==> src/rtl/serial_add_scheduler.sv <==
// Round-robin arbiter that time-shares one bit-serial adder among N requesters.
// One operation in flight at a time; a done-timeout watchdog answers with rsp_err_o.
module serial_add_scheduler #(
    parameter int N       = 4,
    parameter int W       = 4,
    parameter int TIMEOUT = 16
) (
    input  logic           clk_i,
    input  logic           rst_i,
    input  logic [N-1:0]   req_i,
    input  logic [N*W-1:0] req_a_i,
    input  logic [N*W-1:0] req_b_i,
    output logic [N-1:0]   gnt_o,
    output logic [N-1:0]   rsp_valid_o,
    output logic [W-1:0]   rsp_sum_o,
    output logic           rsp_err_o,
    output logic           busy_o,
    output logic [7:0]     ops_cnt_o,
    output logic           add_load_o,
    output logic           add_start_o,
    output logic [W-1:0]   add_a_o,
    output logic [W-1:0]   add_b_o,
    input  logic [W-1:0]   add_sum_i,
    input  logic           add_done_i
);

    localparam int PW = (N > 1) ? $clog2(N) : 1;
    localparam int TW = (TIMEOUT > 1) ? $clog2(TIMEOUT) : 1;
    localparam logic [N-1:0]  ONE_N     = {{(N-1){1'b0}}, 1'b1};
    localparam logic [TW-1:0] TCNT_LAST = TW'(TIMEOUT - 1);

    typedef enum logic [1:0] {
        S_IDLE  = 2'd0,
        S_ISSUE = 2'd1,
        S_WAIT  = 2'd2,
        S_RESP  = 2'd3
    } state_t;

    state_t        state_q;
    logic [PW-1:0] ptr_q;
    logic [TW-1:0] tcnt_q;
    logic [N-1:0]  gnt_q;
    logic [N-1:0]  rsp_valid_q;
    logic [W-1:0]  rsp_sum_q;
    logic          rsp_err_q;
    logic          busy_q;
    logic [7:0]    ops_cnt_q;
    logic          add_load_q;
    logic          add_start_q;
    logic [W-1:0]  add_a_q;
    logic [W-1:0]  add_b_q;

    logic          pick_found_d;
    logic [PW-1:0] pick_idx_d;
    logic [W-1:0]  pick_a_d;
    logic [W-1:0]  pick_b_d;

    // Round-robin pick: first pending request strictly after the last grant, with wrap.
    always_comb begin
        logic [PW-1:0] cand;
        cand         = '0;
        pick_found_d = 1'b0;
        pick_idx_d   = ptr_q;
        for (int k = 1; k <= N; k++) begin
            cand = PW'((int'(ptr_q) + k) % N);
            if (!pick_found_d && req_i[cand]) begin
                pick_found_d = 1'b1;
                pick_idx_d   = cand;
            end else begin
                pick_found_d = pick_found_d;
            end
        end
        pick_a_d = req_a_i[pick_idx_d*W +: W];
        pick_b_d = req_b_i[pick_idx_d*W +: W];
    end

    // Controller FSM; every output is a register written only here.
    always_ff @(posedge clk_i) begin
        if (rst_i) begin
            state_q     <= S_IDLE;
            ptr_q       <= PW'(N - 1);
            tcnt_q      <= '0;
            gnt_q       <= '0;
            rsp_valid_q <= '0;
            rsp_sum_q   <= '0;
            rsp_err_q   <= 1'b0;
            busy_q      <= 1'b0;
            ops_cnt_q   <= 8'd0;
            add_load_q  <= 1'b0;
            add_start_q <= 1'b0;
            add_a_q     <= '0;
            add_b_q     <= '0;
        end else begin
            case (state_q)
                S_IDLE: begin
                    if (pick_found_d) begin
                        gnt_q       <= ONE_N << pick_idx_d;
                        add_a_q     <= pick_a_d;
                        add_b_q     <= pick_b_d;
                        add_load_q  <= 1'b1;
                        add_start_q <= 1'b1;
                        busy_q      <= 1'b1;
                        ptr_q       <= pick_idx_d;
                        state_q     <= S_ISSUE;
                    end else begin
                        busy_q  <= 1'b0;
                        state_q <= S_IDLE;
                    end
                end
                S_ISSUE: begin
                    gnt_q       <= '0;
                    add_load_q  <= 1'b0;
                    add_start_q <= 1'b0;
                    tcnt_q      <= '0;
                    state_q     <= S_WAIT;
                end
                S_WAIT: begin
                    // A done in the final watchdog cycle still counts as success.
                    if (add_done_i) begin
                        rsp_valid_q <= ONE_N << ptr_q;
                        rsp_sum_q   <= add_sum_i;
                        rsp_err_q   <= 1'b0;
                        ops_cnt_q   <= ops_cnt_q + 8'd1;
                        state_q     <= S_RESP;
                    end else if (tcnt_q == TCNT_LAST) begin
                        rsp_valid_q <= ONE_N << ptr_q;
                        rsp_sum_q   <= '0;
                        rsp_err_q   <= 1'b1;
                        state_q     <= S_RESP;
                    end else begin
                        tcnt_q <= tcnt_q + TW'(1);
                    end
                end
                S_RESP: begin
                    rsp_valid_q <= '0;
                    rsp_sum_q   <= '0;
                    rsp_err_q   <= 1'b0;
                    busy_q      <= 1'b0;
                    state_q     <= S_IDLE;
                end
                default: begin
                    gnt_q       <= '0;
                    rsp_valid_q <= '0;
                    rsp_sum_q   <= '0;
                    rsp_err_q   <= 1'b0;
                    busy_q      <= 1'b0;
                    add_load_q  <= 1'b0;
                    add_start_q <= 1'b0;
                    state_q     <= S_IDLE;
                end
            endcase
        end
    end

    assign gnt_o       = gnt_q;
    assign rsp_valid_o = rsp_valid_q;
    assign rsp_sum_o   = rsp_sum_q;
    assign rsp_err_o   = rsp_err_q;
    assign busy_o      = busy_q;
    assign ops_cnt_o   = ops_cnt_q;
    assign add_load_o  = add_load_q;
    assign add_start_o = add_start_q;
    assign add_a_o     = add_a_q;
    assign add_b_o     = add_b_q;

endmodule

==> config.mk <==
export PLATFORM = sky130hd
export DESIGN_NAME = serial_add_scheduler
export DESIGN_NICKNAME = d
export VERILOG_FILES = /design/src/rtl/serial_add_scheduler.sv
export SDC_FILE = /design/constraint.sdc
export NUM_CORES = 1
export LEC_CHECK = 0
export CORE_MARGIN = 3
export CORE_UTILIZATION = 49
export CTS_BUF_LIST = sky130_fd_sc_hd__clkbuf_4
export DETAILED_ROUTE_END_ITERATION = 8
export GPL_ROUTABILITY_DRIVEN = 0
export GPL_TIMING_DRIVEN = 1
export PLACE_DENSITY_LB_ADDON = 0.08
export SLEW_MARGIN = 20
export SYNTH_ARGS = -nofsm -noshare
export SYNTH_HDL_FRONTEND = slang
export SYNTH_SLANG_ARGS = --single-unit
==> constraint.sdc <==
create_clock -name clk_i -period 3.8 [get_ports clk_i]
set_clock_uncertainty 0.05 [all_clocks]
set_input_delay 0.38 -clock clk_i [delete_from_list [all_inputs] [get_ports clk_i]]
set_output_delay 0.38 -clock clk_i [all_outputs]
set_load 0.02 [all_outputs]
==> results of run 1 <==
[cell usage in the layout, fill, tap and decap left out, types with 4 or more instances in the layout]
cell,Yosys,routed
a21oi_1,35,35
nand3_1,11,11
clkbuf_4,0,6
inv_1,5,5
o21ai_1,4,4
dfxtp_1,39,39
nor3_1,4,4
o21bai_1,4,4
buf_4,1,5
ha_1,10,10
xor2_1,5,5
nor2_1,26,26
nand2_1,80,80
mux2_2,4,4
o221ai_1,4,4
nor2b_1,4,4
clkdlybuf4s50_1,0,74
a311oi_1,12,12
a211oi_1,17,17
nand3b_1,4,4
[per-stage QoR]
| stage | utilization | worst slack [ns] | hold slack [ns] | instance area, um^2 |
|---|---|---|---|---|
| final | 0.693 | 0.857 | 0.409 | 3400 |
| after global routing | 0.693 | 0.646 | 0.431 | 3400 |
| after CTS | 0.693 | 0.872 | 0.412 | 3400 |
| after detailed placement | 0.672 | 0.892 | 0.394 | 3300 |
| after global placement | 0.672 | 0.988 | 0.389 | 3300 |
| after floorplan | - | 0.845 | 0.413 | 2570 |
[cells by family (layout without fill, tap and decap cells)]
family	after synthesis	in the layout	synth area share
AOI/OAI and AO/OA	96	96	0.268
adders and majority gates	10	10	0.0486
and+or+nand+nor	140	140	0.236
xor gates and xnor gates	8	8	0.0272
DFF	39	39	0.303
muxes	10	10	0.0554
buffers and inverters	30	93	0.0617
[registers in the layout, summed over array words and instances (netlist names)]
name / flops
rsp_sum_o: 4
rsp_valid_o: 4
busy_o: 1
ops_cnt_o: 8
add_b_o: 4
rsp_err_o: 1
add_a_o: 4
add_start_o: 1
state_q: 2
gnt_o: 4
ptr_q: 2
tcnt_q: 4
[path summary, 6_finish.rpt]
kind,startpoint,slack (ns),depth (start not counted),end
min reg2reg,rsp_sum_o[1],0.41,2,rsp_sum_o[1]
max reg2reg,ptr_q[0],0.86,8,ptr_q[1]
min,rsp_sum_o[1],0.41,2,rsp_sum_o[1]
max,ptr_q[0],0.86,8,ptr_q[1]
[cell type report]
cell class / instances / area [um^2] / area share
repair buffers: 79 / 778 / 0.229
flip-flops and latches: 39 / 781 / 0.229
clock buffers: 6 / 45.0 / 0.0132
inverters: 6 / 22.5 / 0.00662
well taps: 67 / 83.8 / 0.0246
clock inverters: 2 / 60.1 / 0.0176
multi-input cells: 264 / 1630 / 0.480
[critical path, stage by stage, from the launching register on]
cell and delay [ns]:
dfxtp_1 0.35, buf_4 0.29, clkinv_1 0.14, ha_1 0.43, mux4_2 0.55, o21ai_1 0.33
a32o_1 0.27, nor2_1 0.14, a211o_1 0.28
[metal layers]
| metal | share of wire | vias up | routed length (um) |
|---|---|---|---|
| li1 | - | 1323 | - |
| met3 | 0.064 | 12 | 440 |
| met1 | 0.47 | 1248 | 3180 |
| met5 | 0 | - | 0 |
| met2 | 0.46 | 107 | 3120 |
| met4 | 0.013 | 0 | 92 |
[power by group through the flow]
stage / combinational [uW] / clock (uW) / sequential, uW
after floorplan: 966 / 0 / 657
after global placement: 1380 / 0 / 579
after detailed placement: 1400 / 0 / 581
after CTS: 1410 / 354 / 574
after global routing: 1540 / 375 / 586
final: 1420 / 348 / 575
==> flow_summary.yaml, run 1 <==
grt:
  met2_usage: 0.361
  globalRouteMet1Util: 0.312
  grt_busiest_layer: "met2"
  first_global_vias: 2504
  grt_pass1_wl_um: 11600
  grt_overflow: 0
  grt_use_met3: 0.0459
  grt_util_all_layers: 0.227
  grt_max_degree: 38
  antenna_found_initial: 0
routing:
  drtIter0Drc: 180
  drcViolationCount: 0
  wl_per_cell_um: 14.8
  vias: 2690
  via_per_inst: 5.81
  routed_wl_um: 6840
  drt_first_pass_iters: 5
  ant_nets: 0
power:
  power_uw: 2340
  comb_power_share: 0.605
  irDropWorstVdd_uv: 399
  p_seq_frac: 0.246
  clkPwrFrac: 0.149
  power_leakage_uw: 0.00124
  power_density_nw_per_um2: 687
  p_int_uw: 1280
  p_switching_uw: 1060
  swShare: 0.452
clock_network:
  cts_setup_buffers: 0
  insertion_delay_ns: 0.33
  path_clk_slew_ns: 0.12
  max-clock-path-buffers: 2
  h-tree-depth: 2
  cts_tree: "done"
  cts-buffers-inserted: 5
  postCtsHoldBufs: 0
  clock-root-buffer: "clkbuf_4"
  clock-sinks: 39
  cts.repair.resized: 0
worst_setup_path:
  worstPathRequired_ns: 3.99
  cp_max_fo: 25
  path_class: "reg -> reg"
  crit_path_start_kind: "flip-flop"
  crit_path_end_kind: "flip-flop"
  arrival_ns: 3.13
sta:
  fmax_mhz: 340
  slew_violations: 0
  worst_pin_slew_ns: 0.811
  fin_crit_sh: 0.774
  slew_headroom: 0.457
  setup_viol: 0
  rsz0062_at_grt: "false"
  hold_viol_final: 0
  fin_setup_tns_ns: 0
  fin_crit_ns: 2.94
logic_synthesis:
  syn_avg_cell_area_um2: 7.73
  ys_seq_area_frac: 0.303
  synth_area_um2: 2570
  synth_area_leaders: "dfxtp_1 30%, nand2_1 12%, a21oi_1 6.8%, a211oi_1 5.0%, ha_1 4.9%"
  syn-num-nets: 386
  yosysUniqueCellTypes: 45
  synth_commonest_cells: "80 x nand2_1, 39 x dfxtp_1, 35 x a21oi_1"
  async_reset_ff_frac: 0
  synth.most_common_cell: "nand2_1"
  ys_warn_count: 0
  syn_inst: 333
  synth-edff-count: 0
  dominantRegCellSynth: "dfxtp_1"
  ys_ff_latch: 39
  synth_top_area_share: 0.303
  synth_top_area_cell: "dfxtp_1"
finish:
  n_antenna_cell: 0
  syn_to_final_growth_pct: 32.3
  n_fill_cell: 421
  final_cells: 463
  fin_nets: 448
  drive_above_1_share: 0.0682
status:
  status: "finished, final reports clean"
floorplanning:
  core-area_um2: 4910
  start_util: 0.524
  num_rows: 25
  floorplan.die.width_um: 78.5
  die-area_um2: 6160
  die_y_um: 78.5
  io-pin-count: 75
hold_path:
  hp-class: "reg -> reg"
placed_design:
  dp_hpwl_um: 4890
  io_buffers: 74
  dp_cells: 455
run:
  drv_cap: 0
(Power assumes the default switching activity.)
==> run 2: changes to the inputs <==
- clock period: 3.8 -> 2.9 ns (I/O delays scaled with it)
==> run 2 against run 1 <==
Effect of this change: design area down 0.29%; critical path depth is 1 lower; fmax up 12%; first-iteration DRC count is 34% lower; highest routed layer unchanged.
==> flow_summary.yaml, run 2 (synthesis results as in run 1) <==
sta:
  slew_headroom: 0.581
  hold_viol_final: 0
  setup_viol: 0
  fin_crit_ns: 2.63
  fin_crit_sh: 0.908
  rsz0062_at_grt: "false"
  slew_violations: 0
  fin_setup_tns_ns: 0
  worst_pin_slew_ns: 0.624
  fmax_mhz: 380
routing:
  vias: 2672
  drcViolationCount: 0
  drt_first_pass_iters: 5
  wl_per_cell_um: 15.0
  routed_wl_um: 7040
  drtIter0Drc: 118
  via_per_inst: 5.71
  ant_nets: 0
power:
  power_leakage_uw: 0.00125
  irDropWorstVdd_uv: 455
  power_density_nw_per_um2: 866
placed_design:
  dpl_cell_area_um2: 3340
  io_buffers: 74
  dp_hpwl_um: 5290
grt:
  grt_util_all_layers: 0.244
  met2_usage: 0.414
  grt_busiest_layer: "met2"
  antenna_found_initial: 0
  globalRouteMet1Util: 0.296
  grt_overflow: 0
  first_global_vias: 2691
  grt_use_met3: 0.0550
  grt_max_degree: 37
  grt_pass1_wl_um: 12200
clock_network:
  h-tree-depth: 2
  cts-buffers-inserted: 5
  max-clock-path-buffers: 2
  cts.repair.resized: 0
  cts_setup_buffers: 0
  cts_tree: "done"
  clock-sinks: 39
  path_clk_slew_ns: 0.11
  insertion_delay_ns: 0.34
  clock-root-buffer: "clkbuf_4"
  postCtsHoldBufs: 0
status:
  status: "finished, final reports clean"
worst_setup_path:
  arrival_ns: 2.80
  path_class: "reg -> reg"
  crit_path_start_kind: "flip-flop"
  worstPathRequired_ns: 3.06
  cp_max_fo: 14
  slowest_delay_ns: 0.45
  path_cells: "inv_1 > ha_1 > mux4_2 > nand2b_4 > nand2_1 > a311oi_1 > o221ai_1"
  crit_path_end_kind: "flip-flop"
  crit_path_top_delay_cell: "dfxtp_1"
finish:
  final_common_cell: "nand2_1"
  fin_nets: 453
  largest_register_ffs: 8
  syn_to_final_growth_pct: 31.9
  design_area_um2: 3390
  final_cell_mix: "80 x nand2_1, 74 x clkdlybuf4s50_1, 39 x dfxtp_1, 35 x a21oi_1, 26 x nor2_1"
  drive_above_1_share: 0.0798
  n_antenna_cell: 0
floorplanning:
  die-area_um2: 6160
  io-pin-count: 75
  start_util: 0.524
  num_rows: 25
  die_y_um: 78.5
  core-area_um2: 4910
  floorplan.die.width_um: 78.5
run:
  drv_cap: 0
hold_path:
  hp-class: "reg -> reg"
==> run 2: changes by cell type in the layout (fill, tap and decap cells not counted), sizes merged <==
cell / before / now
buf: 5 / 10
bufinv: 2 / 0
clkbuf: 6 / 7
clkinv: 1 / 2
==> run 2: path summary, 6_finish.rpt <==
| check | startpoint | end | slack (ns) | cells past startpoint |
|---|---|---|---|---|
| max | ptr_q[1] | add_b_o[3] | 0.27 | 7 |
| min | rsp_sum_o[0] | rsp_sum_o[0] | 0.41 | 2 |
| max reg2reg | ptr_q[1] | add_b_o[3] | 0.27 | 7 |
| min reg2reg | rsp_sum_o[0] | rsp_sum_o[0] | 0.41 | 2 |
==> run 2: metrics by stage <==
| step | instances | total power (uW) | util | setup WS [ns] | hold slack, ns |
|---|---|---|---|---|---|
| floorplan | 333 | 2130 | - | 0.0263 | 0.392 |
| global placement | 460 | 2600 | 0.679 | 0.407 | 0.390 |
| detailed placement | 460 | 2650 | 0.679 | 0.258 | 0.394 |
| CTS | 468 | 2940 | 0.691 | 0.268 | 0.410 |
| global route | 468 | 3180 | 0.691 | 0.0493 | 0.433 |
| finish | 468 | 2940 | 0.691 | 0.266 | 0.408 |
==> run 2: layer usage <==
metal / part of all wire / up-vias
li1: - / 1337
met1: 0.45 / 1232
met2: 0.48 / 84
met3: 0.046 / 19
met4: 0.026 / 0
met5: 0 / -
==> run 2: critical path: cells and delay by family (launching register included) <==
kind / cells / cell delay [ns]
multiplexers: 1 / 0.38
flip-flops: 1 / 0.45
adder cells (fa/ha/maj): 1 / 0.43
AND/OR/NAND/NOR: 2 / 0.50
buffers and inverters: 1 / 0.11
AO/OA/AOI/OAI: 2 / 0.59
==> run 2: area by class of cell <==
| class | instances | area, um^2 |
|---|---|---|
| inverters | 6 | 22.5 |
| well taps | 67 | 83.8 |
| multi-input cells | 264 | 1630 |
| repair buffers | 84 | 816 |
| fillers | 454 | 1520 |
| flip-flops and latches | 39 | 781 |
| clock inverters | 1 | 5.00 |
| clock buffers | 7 | 52.6 |
==> run 2: power breakdown <==
group	internal, uW	switching [uW]	leakage, uW
logic	773	1130	0.000892
registers	661	88.9	0.000318
clock network	113	177	0.0000361
==> run 3: changes to the inputs <==
- GPL_TIMING_DRIVEN: 1 -> 0
- PLACE_DENSITY: not set -> 0.93
- PLACE_DENSITY_LB_ADDON: 0.08 -> not set
- SETUP_SLACK_MARGIN: not set -> 0.1
==> run 3 against run 2 <==
Effect of this change: worst hold slack lost 0.12 ns; critical path depth increased by 6; non-clock buffer count grew 19; sequential share of layout area fell by 1.8 points; count of clock-buffer cells in the layout fell by 1; fmax fell by 6.5%; sequential power grew 0.9%; register-to-register slack got worse by 0.18 ns; critical path type unchanged.
==> flow_summary.yaml, run 3 (synthesis results as in run 1) <==
status:
  status: "finished, final reports clean"
worst_setup_path:
  crit_path_start_kind: "flip-flop"
  slowest_delay_ns: 0.36
  path_delay_family: "buffers and inverters"
  worstPathRequired_ns: 3.12
  crit_path_end_kind: "flip-flop"
  path_class: "reg -> reg"
  crit_path_top_delay_cell: "dfxtp_2"
  path_cells: "buf_6 > buf_8 > inv_8 > buf_12 > ha_1 > buf_4 > mux4_2 > nor2b_2 > buf_6 > buf_8 > a211oi_1 > nor2_1 > a221oi_1"
  cp_max_fo: 11
  critPathBufInv: 7
  arrival_ns: 3.04
power:
  swShare: 0.479
  p_switching_uw: 1660
  power_leakage_uw: 0.00135
  clkPwrFrac: 0.083
  comb_power_share: 0.698
  p_int_uw: 1800
  p_seq_frac: 0.219
  power_density_nw_per_um2: 939
  irDropWorstVdd_uv: 508
placed_design:
  preCtsSetupSlack_ns: -0.410
  dp_cells: 473
  dp_hpwl_um: 5820
  dpl_cell_area_um2: 3390
  io_buffers: 73
sta:
  whs_ns: 0.291
  rsz0062_at_grt: "false"
  fin_crit_ns: 2.82
  slew_headroom: 0.484
  layout_setup_ws_ns: 0.0811
  fmax_mhz: 355
  fin_crit_sh: 0.972
  slew_violations: 0
  worst_pin_slew_ns: 0.767
  setup_viol: 0
  hold_viol_final: 0
grt:
  antenna_found_initial: 0
  grt_overflow: 0
  first_global_vias: 2841
  grt_util_all_layers: 0.260
  grt_max_degree: 13
  grt_pass1_wl_um: 13100
routing:
  routed_wl_um: 8550
  drtIter0Drc: 328
  drt_first_pass_iters: 5
  via_per_inst: 6.28
  drcViolationCount: 0
  wl_per_cell_um: 17.6
  ant_nets: 0
  vias: 3057
run:
  drv_cap: 0
clock_network:
  path_clk_slew_ns: 0.13
  max-clock-path-buffers: 2
  cts-buffers-inserted: 5
  insertion_delay_ns: 0.35
  postCtsHoldBufs: 0
  clock-sinks: 39
  h-tree-depth: 2
  clock-root-buffer: "clkbuf_4"
  cts_tree: "done"
finish:
  n_fill_cell: 368
  syn_to_final_growth_pct: 43.3
  multiInputGateArea_um2: 1750
  drive_above_1_share: 0.138
  largest_register_ffs: 8
  n_antenna_cell: 0
  fin_nets: 472
  design_area_um2: 3690
  final_cell_mix: "80 x nand2_1, 73 x clkdlybuf4s50_1, 38 x dfxtp_1, 35 x a21oi_1, 26 x nor2_1"
  seqCellArea_um2: 782
  final_common_cell: "nand2_1"
  final_cells: 487
floorplanning:
  die-area_um2: 6160
  core-area_um2: 4910
  num_rows: 25
  die_y_um: 78.5
  start_util: 0.524
  floorplan.die.width_um: 78.5
  io-pin-count: 75
hold_path:
  hp-class: "in -> reg"
==> run 3: changes by cell type in the layout (fill, tap and decap cells not counted), sizes merged <==
cell,delta
clkdlybuf4s50,-1
inv,+1
clkinv,-1
clkinvlp,+1
clkbuf,+11
buf,+8
==> run 3: cell type report <==
type,instances,share of cell area
clock buffers,6,0.0122
multi-input cells,264,0.476
well taps,67,0.0227
flip-flops and latches,39,0.212
repair buffers,79,0.214
clock inverters,2,0.00339
inverters,6,0.00814
plain buffers,24,0.0522
==> run 3: stage by stage <==
step	TNS [ns]	util	power [uW]
floorplan	0	-	2130
global placement	-3.16	0.691	2670
detailed placement	-4.09	0.691	2750
CTS	0	0.720	3160
global route	0	0.751	3640
finish	0	0.751	3460
==> run 3: timing repair <==
item,4_1_cts,5_1_grt
pin swaps,5,5
buffers inserted,2,4
gates resized for setup,19,22
setup endpoints to repair,14,15
==> run 3: metal layers <==
metal,GRT usage,part of all wire,up-vias
li1,-,-,1379
met1,0.329,0.41,1425
met2,0.449,0.48,208
met3,0.0447,0.072,45
met4,0.0822,0.033,0
met5,0,0,-
==> run 3: path summary, 6_finish.rpt <==
check	depth (start not counted)	slack, ns	to	from
max	13	0.08	add_b_o[0]	ptr_q[0]
min	2	0.29	ptr_q[0]	rst_i
max reg2reg	13	0.08	add_b_o[0]	ptr_q[0]
min reg2reg	2	0.42	gnt_o[1]	gnt_o[1]
==> run 3: power by group through the flow <==
stage / combinational (uW) / clock (uW) / sequential (uW)
after global placement: 1910 / 0 / 760
after global routing: 2560 / 311 / 767
after floorplan: 1270 / 0 / 861
after detailed placement: 1980 / 0 / 765
final: 2420 / 289 / 757
after CTS: 2110 / 290 / 754
